### src/rtl/sample_envelope.sv
// sample_envelope: moving-average amplitude envelope of a signed PCM stream.
// Produces valid/last/index/data in the form the downstream word clipper expects.
// Optional DC-removal front stage: define SAMPLE_ENVELOPE_DC_REMOVE_EN.
// Default build (macro undefined) has a 2-edge latency and no DC logic.
module sample_envelope #(
  parameter int LOG2_WIN = 4,
  parameter int IDX_W    = 32,
  parameter int DC_SHIFT = 8
) (
  input  logic             iclk,
  input  logic             irst,
  input  logic             ivalid,
  input  logic             ilast,
  input  logic [15:0]      isample,
  output logic             ovalid,
  output logic             olast,
  output logic [IDX_W-1:0] oidx,
  output logic [15:0]      odata
);

  localparam int WIN   = 1 << LOG2_WIN;
  localparam int SUM_W = 15 + LOG2_WIN;

  // Elaboration-time guard on the configurable parameters.
  if (LOG2_WIN < 1 || LOG2_WIN > 8) begin : g_bad_win
    $error("sample_envelope: LOG2_WIN must be within 1..8");
  end
  if (DC_SHIFT < 1 || DC_SHIFT > 16) begin : g_bad_shift
    $error("sample_envelope: DC_SHIFT must be within 1..16");
  end

  // |x| saturated into 15 bits; the single unrepresentable value -32768 clamps.
  function automatic logic [14:0] abs_sat(input logic [15:0] x);
    logic [15:0] neg;
    neg = ~x + 16'd1;
    if (x == 16'h8000) begin
      abs_sat = 15'h7fff;
    end else if (x[15]) begin
      abs_sat = neg[14:0];
    end else begin
      abs_sat = x[14:0];
    end
  endfunction

  // Clamp a 17-bit signed value into the 16-bit signed range.
  function automatic logic [15:0] sat16(input logic [16:0] v);
    if (v[16] != v[15]) begin
      sat16 = v[16] ? 16'h8000 : 16'h7fff;
    end else begin
      sat16 = v[15:0];
    end
  endfunction

  // Sample stream feeding the magnitude stage.
  logic        s1_in_valid_s;
  logic        s1_in_last_s;
  logic [15:0] s1_in_x_s;

`ifdef SAMPLE_ENVELOPE_DC_REMOVE_EN
  logic signed [16:0] dc_r;
  logic signed [16:0] dc_diff_s;
  logic               s0_valid_r;
  logic               s0_last_r;
  logic [15:0]        s0_x_r;

  // Difference between the incoming sample and the current DC estimate.
  always_comb begin
    dc_diff_s = $signed({isample[15], isample}) - dc_r;
  end

  // Stage 0: subtract the DC estimate and track it; the estimate restarts
  // from zero as soon as the final sample of an utterance is accepted, so the
  // next utterance never sees a stale estimate even when it follows directly.
  always_ff @(posedge iclk or posedge irst) begin
    if (irst) begin
      dc_r       <= 17'sd0;
      s0_valid_r <= 1'b0;
      s0_last_r  <= 1'b0;
      s0_x_r     <= 16'd0;
    end else if (ivalid) begin
      s0_valid_r <= 1'b1;
      s0_last_r  <= ilast;
      s0_x_r     <= sat16(dc_diff_s);
      if (ilast) begin
        dc_r <= 17'sd0;
      end else begin
        dc_r <= dc_r + (dc_diff_s >>> DC_SHIFT);
      end
    end else begin
      s0_valid_r <= 1'b0;
    end
  end

  assign s1_in_valid_s = s0_valid_r;
  assign s1_in_last_s  = s0_last_r;
  assign s1_in_x_s     = s0_x_r;
`else
  assign s1_in_valid_s = ivalid;
  assign s1_in_last_s  = ilast;
  assign s1_in_x_s     = isample;
`endif

  logic        s1_valid_r;
  logic        s1_last_r;
  logic [14:0] s1_mag_r;

  // Stage 1: register the saturated magnitude of each accepted sample.
  always_ff @(posedge iclk or posedge irst) begin
    if (irst) begin
      s1_valid_r <= 1'b0;
      s1_last_r  <= 1'b0;
      s1_mag_r   <= 15'd0;
    end else if (s1_in_valid_s) begin
      s1_valid_r <= 1'b1;
      s1_last_r  <= s1_in_last_s;
      s1_mag_r   <= abs_sat(s1_in_x_s);
    end else begin
      s1_valid_r <= 1'b0;
    end
  end

  logic [14:0]         hist_r [0:WIN-1];
  logic [LOG2_WIN-1:0] ptr_r;
  logic [SUM_W-1:0]    sum_r;
  logic [IDX_W-1:0]    idx_r;
  logic [14:0]         oldest_s;
  logic [SUM_W-1:0]    sum_next_s;

  // Window sum after replacing the oldest magnitude with the newest one.
  // The sum always contains the oldest entry, so the subtraction never wraps.
  always_comb begin
    oldest_s   = hist_r[ptr_r];
    sum_next_s = sum_r - {{LOG2_WIN{1'b0}}, oldest_s}
                       + {{LOG2_WIN{1'b0}}, s1_mag_r};
  end

  // Stage 2: update the window and register the outputs; the final sample of
  // an utterance is emitted with its own average and then all state restarts.
  always_ff @(posedge iclk or posedge irst) begin
    if (irst) begin
      ovalid <= 1'b0;
      olast  <= 1'b0;
      oidx   <= {IDX_W{1'b0}};
      odata  <= 16'd0;
      sum_r  <= {SUM_W{1'b0}};
      idx_r  <= {IDX_W{1'b0}};
      ptr_r  <= {LOG2_WIN{1'b0}};
      for (int i = 0; i < WIN; i++) begin
        hist_r[i] <= 15'd0;
      end
    end else if (s1_valid_r) begin
      ovalid <= 1'b1;
      olast  <= s1_last_r;
      oidx   <= idx_r;
      odata  <= {1'b0, sum_next_s[SUM_W-1:LOG2_WIN]};
      if (s1_last_r) begin
        sum_r <= {SUM_W{1'b0}};
        idx_r <= {IDX_W{1'b0}};
        ptr_r <= {LOG2_WIN{1'b0}};
        for (int i = 0; i < WIN; i++) begin
          hist_r[i] <= 15'd0;
        end
      end else begin
        sum_r         <= sum_next_s;
        idx_r         <= idx_r + IDX_W'(1);
        ptr_r         <= ptr_r + LOG2_WIN'(1);
        hist_r[ptr_r] <= s1_mag_r;
      end
    end else begin
      ovalid <= 1'b0;
    end
  end

endmodule

### config.mk
export PLATFORM = sky130hd
export DESIGN_NAME = sample_envelope
export DESIGN_NICKNAME = d
export VERILOG_FILES = /design/src/rtl/sample_envelope.sv
export SDC_FILE = /design/constraint.sdc
export NUM_CORES = 1
export LEC_CHECK = 0
export ABC_AREA = 1
export BUFFER_PORTS_ARGS = -buffer_cell sky130_fd_sc_hd__buf_2
export CAP_MARGIN = 20
export CORE_MARGIN = 10
export CORE_UTILIZATION = 35
export CTS_CLUSTER_SIZE = 28
export DETAILED_ROUTE_END_ITERATION = 7
export PLACE_DENSITY = 0.47
export REMOVE_ABC_BUFFERS = 1
export SKIP_LAST_GASP = 1
export SYNTH_ARGS = -nofsm -noshare
export SYNTH_HDL_FRONTEND = slang
export SYNTH_SLANG_ARGS = --single-unit
### constraint.sdc
create_clock -name iclk -period 12.99 [get_ports iclk]
set_clock_uncertainty 0.05 [all_clocks]
set_input_delay 0.6495 -clock iclk [delete_from_list [all_inputs] [get_ports iclk]]
set_output_delay 0.6495 -clock iclk [all_outputs]
set_load 0.01 [all_outputs]
=== Yosys cells after proc, flatten, opt, wreduce, memory -nomap -nowiden ===
Index checks and enable logic that the tools add are counted.

* Output and inout bits: 50
* Bits in registers: 361

* Order comparisons: 2
* Muxes and demuxes: 14
* Equality and inequality tests: 1
* $add $sub $neg: 5
* Reduce and logical (&&, ||, !) cells: 1
* Bitwise logic cells: 2

{| class="wikitable"
|+ Operators with widths
! kind !! count
|-
| bitwise mux 240 bit || 1
|-
| 2-to-1 mux 240 bit || 1
|-
| 2-to-1 mux 15 bit || 5
|-
| binary-select mux 15 bit (select 4 bit) || 1
|-
| demux 15 bit (select 4 bit) || 1
|-
| adder 32 x 1 -> 32 bit (second input constant) || 1
|-
| 2-to-1 mux 32 bit || 1
|-
| adder 19 x 15 -> 19 bit || 1
|-
| 2-to-1 mux 19 bit || 1
|-
| subtractor 19 x 15 -> 19 bit || 1
|-
| equality test 16 bit (second input constant) || 1
|-
| adder 15 x 1 -> 15 bit (second input constant) || 1
|-
| inverter 15 bit || 1
|-
| greater-or-equal comparator 5 bit (second input constant) || 1
|-
| < comparator 5 x 1 -> 1 bit (second input constant) || 1
|-
| inverter 4 -> 5 bit || 1
|-
| adder 4 x 1 -> 4 bit (second input constant) || 1
|-
| 2-to-1 mux 4 bit || 1
|-
| 2-to-1 mux 1 bit || 2
|-
| logical AND 1 bit || 1
|}

=== Logic depth before layout (Yosys ltp) ===
* Depth after elaboration: 7
* Mapped depth: 25
* Mapped depth without buffers: 23

=== Least setup slack after synthesis ===
OpenSTA, ideal clock, no wires.

* Path type: reg2reg
* From: register ptr_r[0]
* To: register odata[12]
* Arrival: 3.041 ns
* Cell stages (with the launch flop): 20
* Slack: 9.781 ns
* Setup time: 0.118 ns
* Period minus slack after synthesis: 3.209 ns
* Data required time: 12.822 ns
* Path through: dfrtp_1 buf_2 buf_2 buf_2 a21oi_1 o21ai_0 o21ai_0 nand2_1 nand4_1 fa_1 fa_1 inv_1 nand3_1 nand3_1 nand2_1 nand2_1 nand2_1 nand3_1 nand3_1 nor2b_1

* Word-level cells in the longest chain between the ends: 6

{| class="wikitable"
|+ RTL lines
! what !! RTL line !! text
|-
| start, declared || 123 || <nowiki>logic [LOG2_WIN-1:0] ptr_r;</nowiki>
|-
| start signal, assigned || 147 || <nowiki>ptr_r <= {LOG2_WIN{1'b0}};</nowiki>
|-
| start signal, assigned || 159 || <nowiki>ptr_r <= {LOG2_WIN{1'b0}};</nowiki>
|-
| start signal, assigned || 166 || <nowiki>ptr_r <= ptr_r + LOG2_WIN'(1);</nowiki>
|-
| inverter 4 -> 5 bit (implied by the code) || 132 || <nowiki>oldest_s = hist_r[ptr_r];</nowiki>
|-
| binary-select mux 15 bit (select 4 bit) || 132 ||
|-
| 2-to-1 mux 15 bit (implied by the code) (2 in a row) || 132 ||
|-
| subtractor 19 x 15 -> 19 bit || 133 || <nowiki>sum_next_s = sum_r - {{LOG2_WIN{1'b0}}, oldest_s}</nowiki>
|-
| adder 19 x 15 -> 19 bit || 134 || <nowiki>+ {{LOG2_WIN{1'b0}}, s1_mag_r};</nowiki>
|-
| end signal, assigned || 155 || <nowiki>odata <= {1'b0, sum_next_s[SUM_W-1:LOG2_WIN]};</nowiki>
|-
| end, declared || 18 || <nowiki>output logic [15:0] odata</nowiki>
|}

No other way between the ends. The select of a mux whose other input is x is not followed.
A chain may end at the register's enable or synchronous reset.

=== Final worst setup path ===
* From: register ptr_r[0]
* To: register sum_r[11]

* Word-level cells in the longest chain between the ends: 7

{| class="wikitable"
|+ RTL lines
! what !! RTL line !! text
|-
| inverter 4 -> 5 bit (implied by the code) || 132 ||
|-
| binary-select mux 15 bit (select 4 bit) || 132 ||
|-
| 2-to-1 mux 15 bit (implied by the code) (2 in a row) || 132 ||
|-
| subtractor 19 x 15 -> 19 bit || 133 ||
|-
| adder 19 x 15 -> 19 bit || 134 ||
|-
| 2-to-1 mux 19 bit || 156 || <nowiki>if (s1_last_r) begin</nowiki>
|-
| end signal, assigned || 145 || <nowiki>sum_r <= {SUM_W{1'b0}};</nowiki>
|-
| end signal, assigned || 157 || <nowiki>sum_r <= {SUM_W{1'b0}};</nowiki>
|-
| end signal, assigned || 164 || <nowiki>sum_r <= sum_next_s;</nowiki>
|-
| end, declared || 124 || <nowiki>logic [SUM_W-1:0] sum_r;</nowiki>
|}

No other way between the ends. The select of a mux whose other input is x is not followed.

==> flow_metrics.py <==
metrics = {
    "clocking": {
        "cts_root_buf": "clkbuf_16",
        "cts_tree": "yes",
        "hold_buffers": 0,
        "htree_num_levels": 2,
        "cts_setup_buffers": 0,
        "cts_sinks": 361,
        "clk_pin_slew_ns": 0.06,
        "cts.repair.resized": 0,
        "clockBufferDepth": 3,
        "numCtsBuffers": 43,
        "clkLatencyLatePin_ns": 0.57,
    },
    "placement": {
        "portBuffers": 68,
        "gp_congestion": 0.872,
        "dp_cells": 2867,
        "post-dp-hpwl_mm": 37.2,
    },
    "die": {
        "dieArea_um2": 61400,
        "die_h_um": 248,
        "coreArea_um2": 51300,
        "io_pins": 70,
        "die_w_um": 248,
        "rows": 83,
        "start_util_pct": 35.4,
    },
    "detailed_routing": {
        "antenna_left": 0,
        "drtPass1Iterations": 5,
        "drcViolationCount": 0,
        "routedWlPerCell_um": 19.7,
        "vias": 15480,
        "drt_first_iter_violations": 1231,
        "drt-vias-per-instance": 5.25,
        "routed_wl_mm": 58.0,
    },
    "final_layout": {
        "diodes": 0,
        "syn2layout_area_growth_pct": 12.6,
        "nFillCells": 5356,
        "drive_above_1_share_pct": 8.47,
        "nets": 2294,
        "final_cells": 2947,
    },
    "sta": {
        "max_slew.worst_pin.slew_ns": 1.11,
        "period_share_pct": 37.9,
        "rsz0062_at_grt": "false",
        "finalSetupViolCount": 0,
        "final_hold_viol_count": 0,
        "drv_slew": 0,
        "max_freq_ghz": 0.203,
        "period_needed_ns": 4.93,
        "slew_headroom_pct": 25.6,
        "tns_ns": 0,
        "hold_slack_ns": 0.159,
    },
    "global_route": {
        "grt_pass1_wl_mm": 90.9,
        "antenna_found_initial": 1,
        "grt.total_usage_pct": 19.0,
        "grt_max_degree": 95,
        "overflow": 0,
        "first_global_vias": 15114,
    },
    "worst_hold_path": {
        "hold_class": "in -> async",
    },
    "synthesis": {
        "yosys_register_bits": 361,
        "synth_cell_types": 41,
        "synth_most_common_cell": "o21ai_0",
        "synth_top_cells_by_count": "406 x o21ai_0, 361 x dfrtp_1, 304 x nand2_1",
        "synthTopCellsByArea": "dfrtp_1 50%, o21ai_0 11%, nand2_1 6.3%, nand3_1 6.2%, inv_1 6.0%",
        "syn_inst": 2240,
        "synth-seq-area-share_pct": 49.7,
        "ys.flop_type": "dfrtp_1",
        "synthArstFlopShare_pct": 100,
        "synth.largest_area_cell": "dfrtp_1",
        "synth_edf_count": 0,
        "yosys_warnings": 0,
        "synth.avg_cell_area_um2": 8.11,
        "yosysTopAreaCellShare_pct": 49.7,
        "syn_area_um2": 18200,
    },
    "pwr": {
        "netSwitchingFraction_pct": 41.9,
        "pwr-share-seq_pct": 30.1,
        "power_frac_comb_pct": 42.7,
        "ir_worst_vdd_mv": 0.123,
        "power.internal_uw": 2690,
        "power_frac_clock_pct": 27.2,
        "p_leak_uw": 0.00935,
        "switchingPower_uw": 1940,
        "power.density_nw_per_um2": 226,
    },
    "status": {
        "status": "finished clean",
    },
    "worst_setup_path": {
        "critPathArrivalTime_ns": 5.34,
        "start_kind": "flip-flop",
        "cp.required_ns": 13.41,
        "cp_max_fo": 70,
        "worstSetupPathType": "reg -> reg",
        "regToRegSetupSlack_ns": 8.06,
        "cp-end-kind": "flip-flop",
        "reg2reg_depth": 20,
    },
    "run": {
        "cap_violations": 0,
    },
}
[cell type report]
type,instances,area (um^2),share of cell area (%)
Sequential cell,361,9040,44.2
Timing Repair Buffer,94,583,2.85
Clock inverter,14,201,0.985
Tap cell,680,851,4.16
Inverter,294,1110,5.43
Multi-Input combinational cell,1440,7410,36.2
Clock buffer,64,1250,6.14
[layer usage]
layer,track usage (%),wire length (um)
met1,26.7,27100
met2,28.7,25600
met3,3.26,3200
met4,7.30,2070
met5,0,0
[sequential cells by signal (all words and copies together), names as in the netlist]
register,count
s1_last_r,1
odata,15
olast,1
oidx,32
ovalid,1
hist_r,240
sum_r,19
idx_r,32
ptr_r,4
s1_valid_r,1
s1_mag_r,15
[path summary, 6_finish.rpt]
| check | startpoint | end |
|---|---|---|
| min in group iclk | ivalid | s1_valid_r$_DFF_PP0_ |
| worst min register to register | oidx[0]$_DFFE_PP0P_ | oidx[0]$_DFFE_PP0P_ |
| worst max register to register | ptr_r[0]$_DFFE_PP0P_ | sum_r[11]$_DFFE_PP0P_ |
| worst max-delay path | ptr_r[0]$_DFFE_PP0P_ | sum_r[11]$_DFFE_PP0P_ |
| worst min-delay path | irst | hist_r[159]$_DFFE_PP0P_ |
| max in group asynchronous | irst | hist_r[30]$_DFFE_PP0P_ |
[per-stage QoR]
step	instance area [um^2]	total power (uW)	utilization [%]	setup slack, ns
3_5_place_dp	19000	3370	36.9	8.11
4_1_cts	20400	4660	39.8	8.09
3_3_place_gp	18900	3360	36.9	8.13
2_1_floorplan	17500	2740	-	2.27
5_1_grt	20500	4990	39.9	7.61
6_report	20500	4620	39.9	8.06
[power groups by stage]
| stage | clock, uW | sequential [uW] | combinational, uW |
|---|---|---|---|
| 3_5_place_dp | 0 | 1410 | 1960 |
| 2_1_floorplan | 0 | 1420 | 1310 |
| 3_3_place_gp | 0 | 1410 | 1950 |
| 5_1_grt | 1330 | 1410 | 2240 |
| 4_1_cts | 1290 | 1390 | 1970 |
| 6_report | 1260 | 1390 | 1970 |
[worst max-delay path, stage by stage, from the launching register on]
cell,delay [ns]
dfrtp_4,0.64
buf_4,0.63
buf_4,0.63
a21oi_1,0.13
o21ai_0,0.10
o21ai_0,0.12
nand2_1,0.08
nand2_1,0.06
a211oi_1,0.34
fa_1,0.50
ha_1,0.37
a21oi_1,0.28
nor2_1,0.07
nor2_1,0.09
nand2_1,0.12
nand2_1,0.10
nand3b_1,0.08
nand2_1,0.13
nand2_1,0.07
nand2_1,0.07
inv_1,0.04
[cells in the final DEF, fill, tap and decap left out, drive strengths merged]
cell type and count:
dfrtp 361, nor2b 2, o22ai 80, nor4 6, nor3b 1, nand4 26
xnor2 5, conb 1, o211a 1, a21o 1, clkbuf 64, bufinv 5
a31oi 5, xor2 9, clkinv 8, o21ai 410, nor2 154, inv 294
o21bai 3, o21a 5, nor3 19, a211oi 3, and2 2, fa 15
nand2 306, nand3b 4, nand3 228, clkinvlp 1, ha 25, buf 94
a22oi 6, a21oi 122, o211ai 1
[kinds of logic (layout without fill, tap and decap cells)]
logic type      Yosys count  in the layout  share of synthesized area (%)
compound gates          637            637                           18.4
xor+xnor                 14             14                          0.675
fa+ha+maj                40             40                           3.38
buf+inv                 439            466                           9.51
flops                   361            361                           49.7
other cells               1              1                         0.0206
simple gates            748            748                           18.2
Power figures use the tool's default switching activity.
